**src/rtl/blink_pkg.sv**
```systemverilog
// Shared state encoding and default parameter values for the blink pattern generator.
package blink_pkg;

   localparam int DEF_PRESCALE  = 12000;
   localparam int DEF_PAT_W     = 8;
   localparam int DEF_GAP_TICKS = 4;

   typedef enum logic [1:0] {
      IDLE = 2'd0,
      RUN  = 2'd1,
      GAP  = 2'd2
   } state_t;

endpackage

```
**src/rtl/blink_prescaler.sv**
```systemverilog
// Free-running bit-period counter; tick is high for the cycle where the count sits at PRESCALE-1.
module blink_prescaler
   import blink_pkg::*;
#(
   parameter int PRESCALE = DEF_PRESCALE
) (
   input  logic clk,
   input  logic rst,
   input  logic clr,
   output logic tick
);

   localparam int CW = (PRESCALE > 1) ? $clog2(PRESCALE) : 1;

   logic [CW-1:0] count;

   assign tick = (count == CW'(PRESCALE - 1));

   always_ff @(posedge clk) begin
      if (rst || clr) begin
         count <= '0;
      end else if (tick) begin
         count <= '0;
      end else begin
         count <= count + CW'(1);
      end
   end

endmodule

```
**src/rtl/blink_pattern_gen.sv**
```systemverilog
// Serial LED pattern player: loads a PAT_W-bit pattern and plays it LSB first, PRESCALE clocks per bit.
// Define BLINK_REPEAT_EN to loop the pattern with a GAP_TICKS-bit low gap instead of a one-shot with done.
module blink_pattern_gen
   import blink_pkg::*;
#(
   parameter int PRESCALE  = DEF_PRESCALE,
   parameter int PAT_W     = DEF_PAT_W,
   parameter int GAP_TICKS = DEF_GAP_TICKS
) (
   input  logic             clk,
   input  logic             rst,
   input  logic [PAT_W-1:0] pat_data,
   input  logic             load_valid,
   output logic             load_ready,
   input  logic             stop,
   output logic             led,
   output logic             busy,
   output logic             done
);

   localparam int IDX_W = $clog2(PAT_W);

   if (PRESCALE < 1 || PAT_W < 2 || GAP_TICKS < 1) begin : g_bad_param
      $error("blink_pattern_gen: PRESCALE>=1, PAT_W>=2 and GAP_TICKS>=1 are required");
   end

   state_t           state, state_nxt;
   logic [PAT_W-1:0] pat, pat_nxt;
   logic [IDX_W-1:0] idx, idx_nxt;
   logic             led_nxt, busy_nxt, done_nxt;
   logic             tick, pat_last;

`ifdef BLINK_REPEAT_EN
   localparam int GAP_W = (GAP_TICKS > 1) ? $clog2(GAP_TICKS) : 1;
   logic [GAP_W-1:0] gap_cnt, gap_nxt;
   logic             gap_last;
   assign gap_last = (gap_cnt == GAP_W'(GAP_TICKS - 1));
`endif

   // Prescaler is held cleared in IDLE so the first bit after a load gets a full period.
   blink_prescaler #(.PRESCALE(PRESCALE)) u_prescaler (
      .clk  (clk),
      .rst  (rst),
      .clr  (state == IDLE),
      .tick (tick)
   );

   assign pat_last   = (idx == IDX_W'(PAT_W - 1));
   assign load_ready = (state == IDLE);

   always_ff @(posedge clk) begin
      if (rst) begin
         state   <= IDLE;
         pat     <= '0;
         idx     <= '0;
         led     <= 1'b0;
         busy    <= 1'b0;
         done    <= 1'b0;
`ifdef BLINK_REPEAT_EN
         gap_cnt <= '0;
`endif
      end else begin
         state   <= state_nxt;
         pat     <= pat_nxt;
         idx     <= idx_nxt;
         led     <= led_nxt;
         busy    <= busy_nxt;
         done    <= done_nxt;
`ifdef BLINK_REPEAT_EN
         gap_cnt <= gap_nxt;
`endif
      end
   end

   always_comb begin
      state_nxt = state;
      case (state)
         IDLE: if (load_valid) state_nxt = RUN;
         RUN: begin
            if (stop) begin
               state_nxt = IDLE;
            end else if (tick && pat_last) begin
`ifdef BLINK_REPEAT_EN
               state_nxt = GAP;
`else
               state_nxt = IDLE;
`endif
            end
         end
`ifdef BLINK_REPEAT_EN
         GAP: begin
            if (stop) begin
               state_nxt = IDLE;
            end else if (tick && gap_last) begin
               state_nxt = RUN;
            end
         end
`endif
         default: state_nxt = IDLE;
      endcase
   end

   // Next values of the registered outputs and datapath; stop outranks a coincident tick.
   always_comb begin
      pat_nxt  = pat;
      idx_nxt  = idx;
      led_nxt  = led;
      done_nxt = 1'b0;
      busy_nxt = (state_nxt != IDLE);
`ifdef BLINK_REPEAT_EN
      gap_nxt  = gap_cnt;
`endif
      case (state)
         IDLE: begin
            led_nxt = 1'b0;
            if (load_valid) begin
               pat_nxt = pat_data;
               idx_nxt = '0;
               led_nxt = pat_data[0];
            end
         end
         RUN: begin
            if (stop) begin
               led_nxt = 1'b0;
               idx_nxt = '0;
            end else if (tick) begin
               if (pat_last) begin
                  led_nxt = 1'b0;
                  idx_nxt = '0;
`ifdef BLINK_REPEAT_EN
                  gap_nxt = '0;
`else
                  done_nxt = 1'b1;
`endif
               end else begin
                  idx_nxt = idx + IDX_W'(1);
                  led_nxt = pat[idx_nxt];
               end
            end
         end
`ifdef BLINK_REPEAT_EN
         GAP: begin
            led_nxt = 1'b0;
            if (stop) begin
               gap_nxt = '0;
            end else if (tick) begin
               if (gap_last) begin
                  gap_nxt = '0;
                  idx_nxt = '0;
                  led_nxt = pat[0];
               end else begin
                  gap_nxt = gap_cnt + GAP_W'(1);
               end
            end
         end
`endif
         default: begin
            led_nxt = 1'b0;
            idx_nxt = '0;
         end
      endcase
   end

endmodule

```
**config.mk**
```make
export PLATFORM = sky130hd
export DESIGN_NAME = blink_pattern_gen
export DESIGN_NICKNAME = d
export VERILOG_FILES = /design/src/rtl/blink_pkg.sv /design/src/rtl/blink_prescaler.sv /design/src/rtl/blink_pattern_gen.sv
export SDC_FILE = /design/constraint.sdc
export NUM_CORES = 1
export LEC_CHECK = 0
export ABC_CLOCK_PERIOD_IN_PS = 4600
export BUFFER_PORTS_ARGS = -buffer_cell sky130_fd_sc_hd__buf_2
export CAP_MARGIN = 20
export CORE_MARGIN = 2
export CORE_UTILIZATION = 30
export CTS_BUF_LIST = sky130_fd_sc_hd__clkbuf_8 sky130_fd_sc_hd__clkbuf_16
export DETAILED_ROUTE_END_ITERATION = 8
export PLACE_DENSITY = 0.43
export RECOVER_POWER = 25
export SYNTH_ARGS = -nofsm -noshare
export SYNTH_HDL_FRONTEND = slang
export SYNTH_SLANG_ARGS = --single-unit
```
**constraint.sdc**
```tcl
create_clock -name clk -period 4.6 [get_ports clk]
set_input_delay 0.69 -clock clk [delete_from_list [all_inputs] [get_ports clk]]
set_output_delay 0.69 -clock clk [all_outputs]
set_load 0.02 [all_outputs]
```
=== Word-level counts from Yosys, hierarchy flattened ===
Cells that the tools add are included.

* Bits of input ports: 12
* Bits in registers: 30

* Reduce and logical (&&, ||, !) cells: 8
* Order comparisons: 1
* Bitwise gates (word level): 2
* $add $sub $neg: 2
* Mux-type cells: 17
* Eq/ne operators: 5

{| class="wikitable"
|+ Operator list
! operator !! number
|-
| adder 14 x 1 -> 14 bit (second input constant) || 1
|-
| equality test 14 bit (second input constant) || 1
|-
| two-way mux 3 bit || 4
|-
| two-way mux 1 bit || 6
|-
| two-way mux 2 bit || 3
|-
| one-hot mux 3 bit (2 select lines) || 1
|-
| less-than comparator 3 x 4 -> 1 bit (second input constant) || 1
|-
| one-hot mux 2 bit (2 select lines) || 1
|-
| AND reduction 2 bit || 2
|-
| OR reduction 4 bit || 1
|-
| adder 3 x 1 -> 3 bit (second input constant) || 1
|-
| binary-select mux 1 bit (select 3 bit) || 1
|-
| equality test 3 bit (second input constant) || 1
|-
| != test 3 bit (second input constant) || 1
|-
| equality test 2 x 1 -> 1 bit (second input constant) || 1
|-
| zero test 2 bit || 1
|-
| != test 2 bit (second input constant) || 1
|-
| inverter 1 bit || 2
|-
| one-hot mux 1 bit (2 select lines) || 1
|-
| nonzero test 2 bit || 1
|-
| OR reduction 2 bit || 1
|-
| logical AND 1 bit || 1
|-
| logical OR 1 bit || 1
|}

=== Longest topological paths before layout ===
* Word-level depth: 7
* Gate-level depth with buffers: 6
* Gate-level depth less buffers: 6

=== Hierarchy ===
Synthesis repeated with hierarchy kept, for this count alone.

* Cell total of the unflattened synthesis: 131
* Area total of the unflattened synthesis: 1326.3 um2

{| class="wikitable"
|+ Modules (own cells, without submodules)
! module !! cells an instance !! seq. area each (um2) !! area an instance (um2) !! times used
|-
| blink_pattern_gen || 64 || 320.3 || 699.4 || 1
|-
| blink_prescaler || 67 || 280.3 || 626.9 || 1
|}

=== Least setup slack after synthesis ===
Ideal clock, no wire load.

* Path kind: flip-flop to flip-flop
* Start point: register idx[0]
* End point: register led
* Cell stages (with the launch flop): 7
* Setup time: 0.117 ns
* Path slack: 2.725 ns
* Data arrival time: 1.758 ns
* Cells stage by stage: dfxtp_1 -> ha_1 -> ha_1 -> mux4_2 -> mux2i_1 -> o31ai_1 -> a32o_1

* Word-level cells in the longest chain between the ends: 7

{| class="wikitable"
|+ RTL lines
! what !! line !! source
|-
| start, declared || blink_pattern_gen.sv:29 || <nowiki>logic [IDX_W-1:0] idx, idx_nxt;</nowiki>
|-
| start signal, assigned || blink_pattern_gen.sv:65 || <nowiki>idx <= idx_nxt;</nowiki>
|-
| adder 3 x 1 -> 3 bit || blink_pattern_gen.sv:136 || <nowiki>idx_nxt = idx + IDX_W'(1);</nowiki>
|-
| binary-select mux 1 bit (select 3 bit) || blink_pattern_gen.sv:137 || <nowiki>led_nxt = pat[idx_nxt];</nowiki>
|-
| two-way mux 1 bit (implied by the code) || blink_pattern_gen.sv:137 ||
|-
| two-way mux 1 bit * || blink_pattern_gen.sv:127 || <nowiki>if (pat_last) begin</nowiki>
|-
| two-way mux 1 bit * || blink_pattern_gen.sv:126 || <nowiki>end else if (tick) begin</nowiki>
|-
| two-way mux 1 bit * || blink_pattern_gen.sv:123 || <nowiki>if (stop) begin</nowiki>
|-
| one-hot mux 1 bit (2 select lines) * || blink_pattern_gen.sv:113 || <nowiki>case (state)</nowiki>
|-
| end signal, assigned || blink_pattern_gen.sv:66 || <nowiki>led <= led_nxt;</nowiki>
|-
| end, declared || blink_pattern_gen.sv:16 || <nowiki>output logic led,</nowiki>
|}

Mark *: on every way between the ends. The rest lies on a longest branch, timed or not. The select of a mux whose other input is x is not followed.
A chain may end at the register's enable or synchronous reset.

=== Worst setup path in the final report ===
Same ends and word-level chain as after synthesis.

==> summary.md <==
| Metric | Value |
|---|---|
| Mapped Area | `1310 um^2` |
| Global-route wire length before repair | `4730 um` |
| Worst hold slack | `0.452 ns` |
| Dpl cell area | `1430 um^2` |
| Syn nets | `162` |
| DP HPWL | `2050 um` |
| PwrDens | `325 nW/um^2` |
| Die footprint | `4890 um^2` |
| RSZ-0062 raised after global routing | `false` |
| Yosys warning total | `0` |
| I/O Pins | `16` |
| Gr ovfl total | `0` |
| DIE WIDTH | `70.0 um` |
| CP startpoint kind | `flip-flop` |
| Async set-reset flop share out of synthesis | `0` |
| Rel. slew slack | `0.634` |
| Final instance area | `1510 um^2` |
| Worst setup EP type | `flip-flop` |
| Final worst-path cycle share | `0.455` |
| Wire length per cell | `12.5 um` |
| Initial antenna violation count | `0` |
| Max Cap Viol | `0` |
| TritonCTS buffer count | `5` |
| Largest net degree at the start of global routing | `17` |
| Antenna Violating Nets Remaining | `0` |
| Starting Density | `0.319` |
| # diodes | `0` |
| Starting DRT DRC Count | `84` |
| I/O Buffers | `15` |
| Worst Setup Slack, final | `2.51 ns` |
| Filler instances | `444` |
| Area Growth Syn to Fin | `15.5%` |
| Fin. max-slew vios | `0` |
| Switching Share | `0.232` |
| Via count | `1072` |
| Max clock buf depth | `2` |
| Crit Path Max Fanout | `4` |
| Min cycle time layout | `2.09 ns` |
| Ys flop type | `dfxtp_1` |
| Post-Route WL | `2700 um` |
| Number of remaining DRC errors | `0` |
| Pint | `376 uW` |
| Fin Clk Skew | `0.00222 ns` |
| Worst Hold Class | `reg2reg` |
| Clk pin slew, worst setup/hold paths | `0.06 ns` |
| Placer congestion estimate | `0.823` |
| Avg Cell Area, Syn | `8.88 um^2` |
| Worst Max-Slew Pin Slew | `0.547 ns` |
| Synth Instances | `147` |
| Core Box Area | `4090 um^2` |
| Reg power frac | `0.548` |
| Clock share of power | `0.400` |
| Clk sinks | `30` |
| Endpoints failing hold | `0` |
| NumNets Final | `181` |
| Worst Path Required | `4.76 ns` |
| Combinational share of power | `0.052` |
| Setup bufs post-CTS | `0` |
| Post-synthesis sequential area ratio | `0.460` |
| Pre-CTS setup slack | `2.50 ns` |
| TNS Setup | `0 ns` |
| Leakage | `0.000533 uW` |
| Drt pass-1 iters | `4` |
| Switch Pwr | `114 uW` |
| Cell variety after synth | `36` |
| Status | `complete, no violations` |
| Clk_lat worst skew | `0.28 ns` |
| Total GRT Usage | `0.124` |
| CTS root buf | `clkbuf_8` |
| Fmax | `478 MHz` |
| CP Class | `reg2reg` |
| Ratio of cells with drive above 1 in the final layout | `0.169` |
| Crit path DAT | `2.26 ns` |
| #FFs+latches synth | `30` |
| Worst VDD drop | `0.148 mV` |
| CTS Hold Bufs | `0` |
| Setup-failing EPs final | `0` |
| CTS-repair resized insts | `0` |
| Die Span Y | `70.0 um` |
| Post-synth EDFFs | `0` |
| H-tree Lvls | `2` |
| Row count | `23` |
| TritonCTS clock tree | `built` |
| Routed vias/inst | `4.96` |
| Vias in the first global route | `1029` |
==> layout by cell type, fill, tap and decap left out, drive strengths merged, types with 2 or more instances in the layout <==
master | synthesis | routed
o21ai | 4 | 4
buf | 1 | 14
xnor2 | 6 | 6
xor2 | 4 | 4
nor4 | 2 | 2
and3 | 3 | 3
o31ai | 2 | 2
and2 | 2 | 2
a211oi | 2 | 2
nor3 | 5 | 5
inv | 4 | 4
nor2 | 13 | 13
clkinv | 0 | 2
clkbuf | 2 | 6
or3 | 2 | 2
a21oi | 11 | 11
mux4 | 2 | 2
nand2 | 26 | 26
nand4 | 5 | 5
ha | 3 | 3
nand3 | 7 | 7
or4 | 2 | 2
dfxtp | 30 | 30
==> metrics by stage <==
step | power (uW) | std cells | util
2_1_floorplan | 289 | 147 | -
3_3_place_gp | 300 | 209 | 0.350
3_5_place_dp | 300 | 209 | 0.350
4_1_cts | 499 | 216 | 0.369
5_1_grt | 520 | 216 | 0.369
6_report | 490 | 216 | 0.369
==> synthesized netlist by cell type, drive strengths merged, types with 3 or more instances <==
master  number  area, um^2
nor3         5        25.0
a21oi       11        55.1
o21ai        4        20.0
inv          4        15.0
nand4        5        37.5
nor2        13        48.8
xnor2        6        52.6
and3         3        20.0
dfxtp       30         601
ha           3        37.5
nand3        7        35.0
nand2       26        97.6
xor2         4        35.0
==> power groups by stage <==
stage	sequential, uW	clock, uW	combinational (uW)
floorplan	274	0	15.4
global placement	274	0	25.8
detailed placement	274	0	25.8
CTS	269	205	25.9
global route	269	221	29.1
finish	269	196	25.2
==> worst paths after layout <==
path	from	endpoint	slack, ns	depth (start not counted)
max	idx[0]	led	2.51	6
max reg2reg	idx[0]	led	2.51	6
min reg2reg	pat[4]	pat[4]	0.45	2
min	pat[4]	pat[4]	0.45	2
==> kinds of logic after synthesis <==
logic type,share of synthesized area
and+or+nand+nor,0.278
DFF,0.460
AOI/OAI and AO/OA,0.0997
xor gates and xnor gates,0.0671
buffers and inverters,0.0211
adders and majority gates,0.0288
muxes,0.0422
other,0.00287
==> critical path, stage by stage, from the launching register on <==
cell     delay (ns)
dfxtp_1        0.36
ha_1           0.22
ha_1           0.38
mux4_2         0.54
mux2i_1        0.16
o31ai_1        0.09
a32o_1         0.24
==> registers in the layout, indices dropped and copies added, names as in the netlist <==
signal             count
busy                   1
done                   1
idx                    3
led                    1
pat                    8
state                  2
u_prescaler.count     14
==> metal layers <==
metal | track usage | wire [um] | up-vias
li1 | - | - | 551
met1 | 0.162 | 1360 | 495
met2 | 0.178 | 1140 | 20
met3 | 0.0592 | 158 | 6
met4 | 0.0449 | 42 | 0
met5 | 0 | 0 | -
==> layout make-up <==
type,instances,area [um^2],share of cell area
clock buffers,5,68.8,0.0456
clock inverters,2,10.0,0.00664
inverters,4,15.0,0.00996
multi-input cells,110,677,0.449
flip-flops and latches,30,601,0.398
well taps,50,62.6,0.0415
repair buffers,15,73.8,0.0490
(Power assumes the default switching activity.)
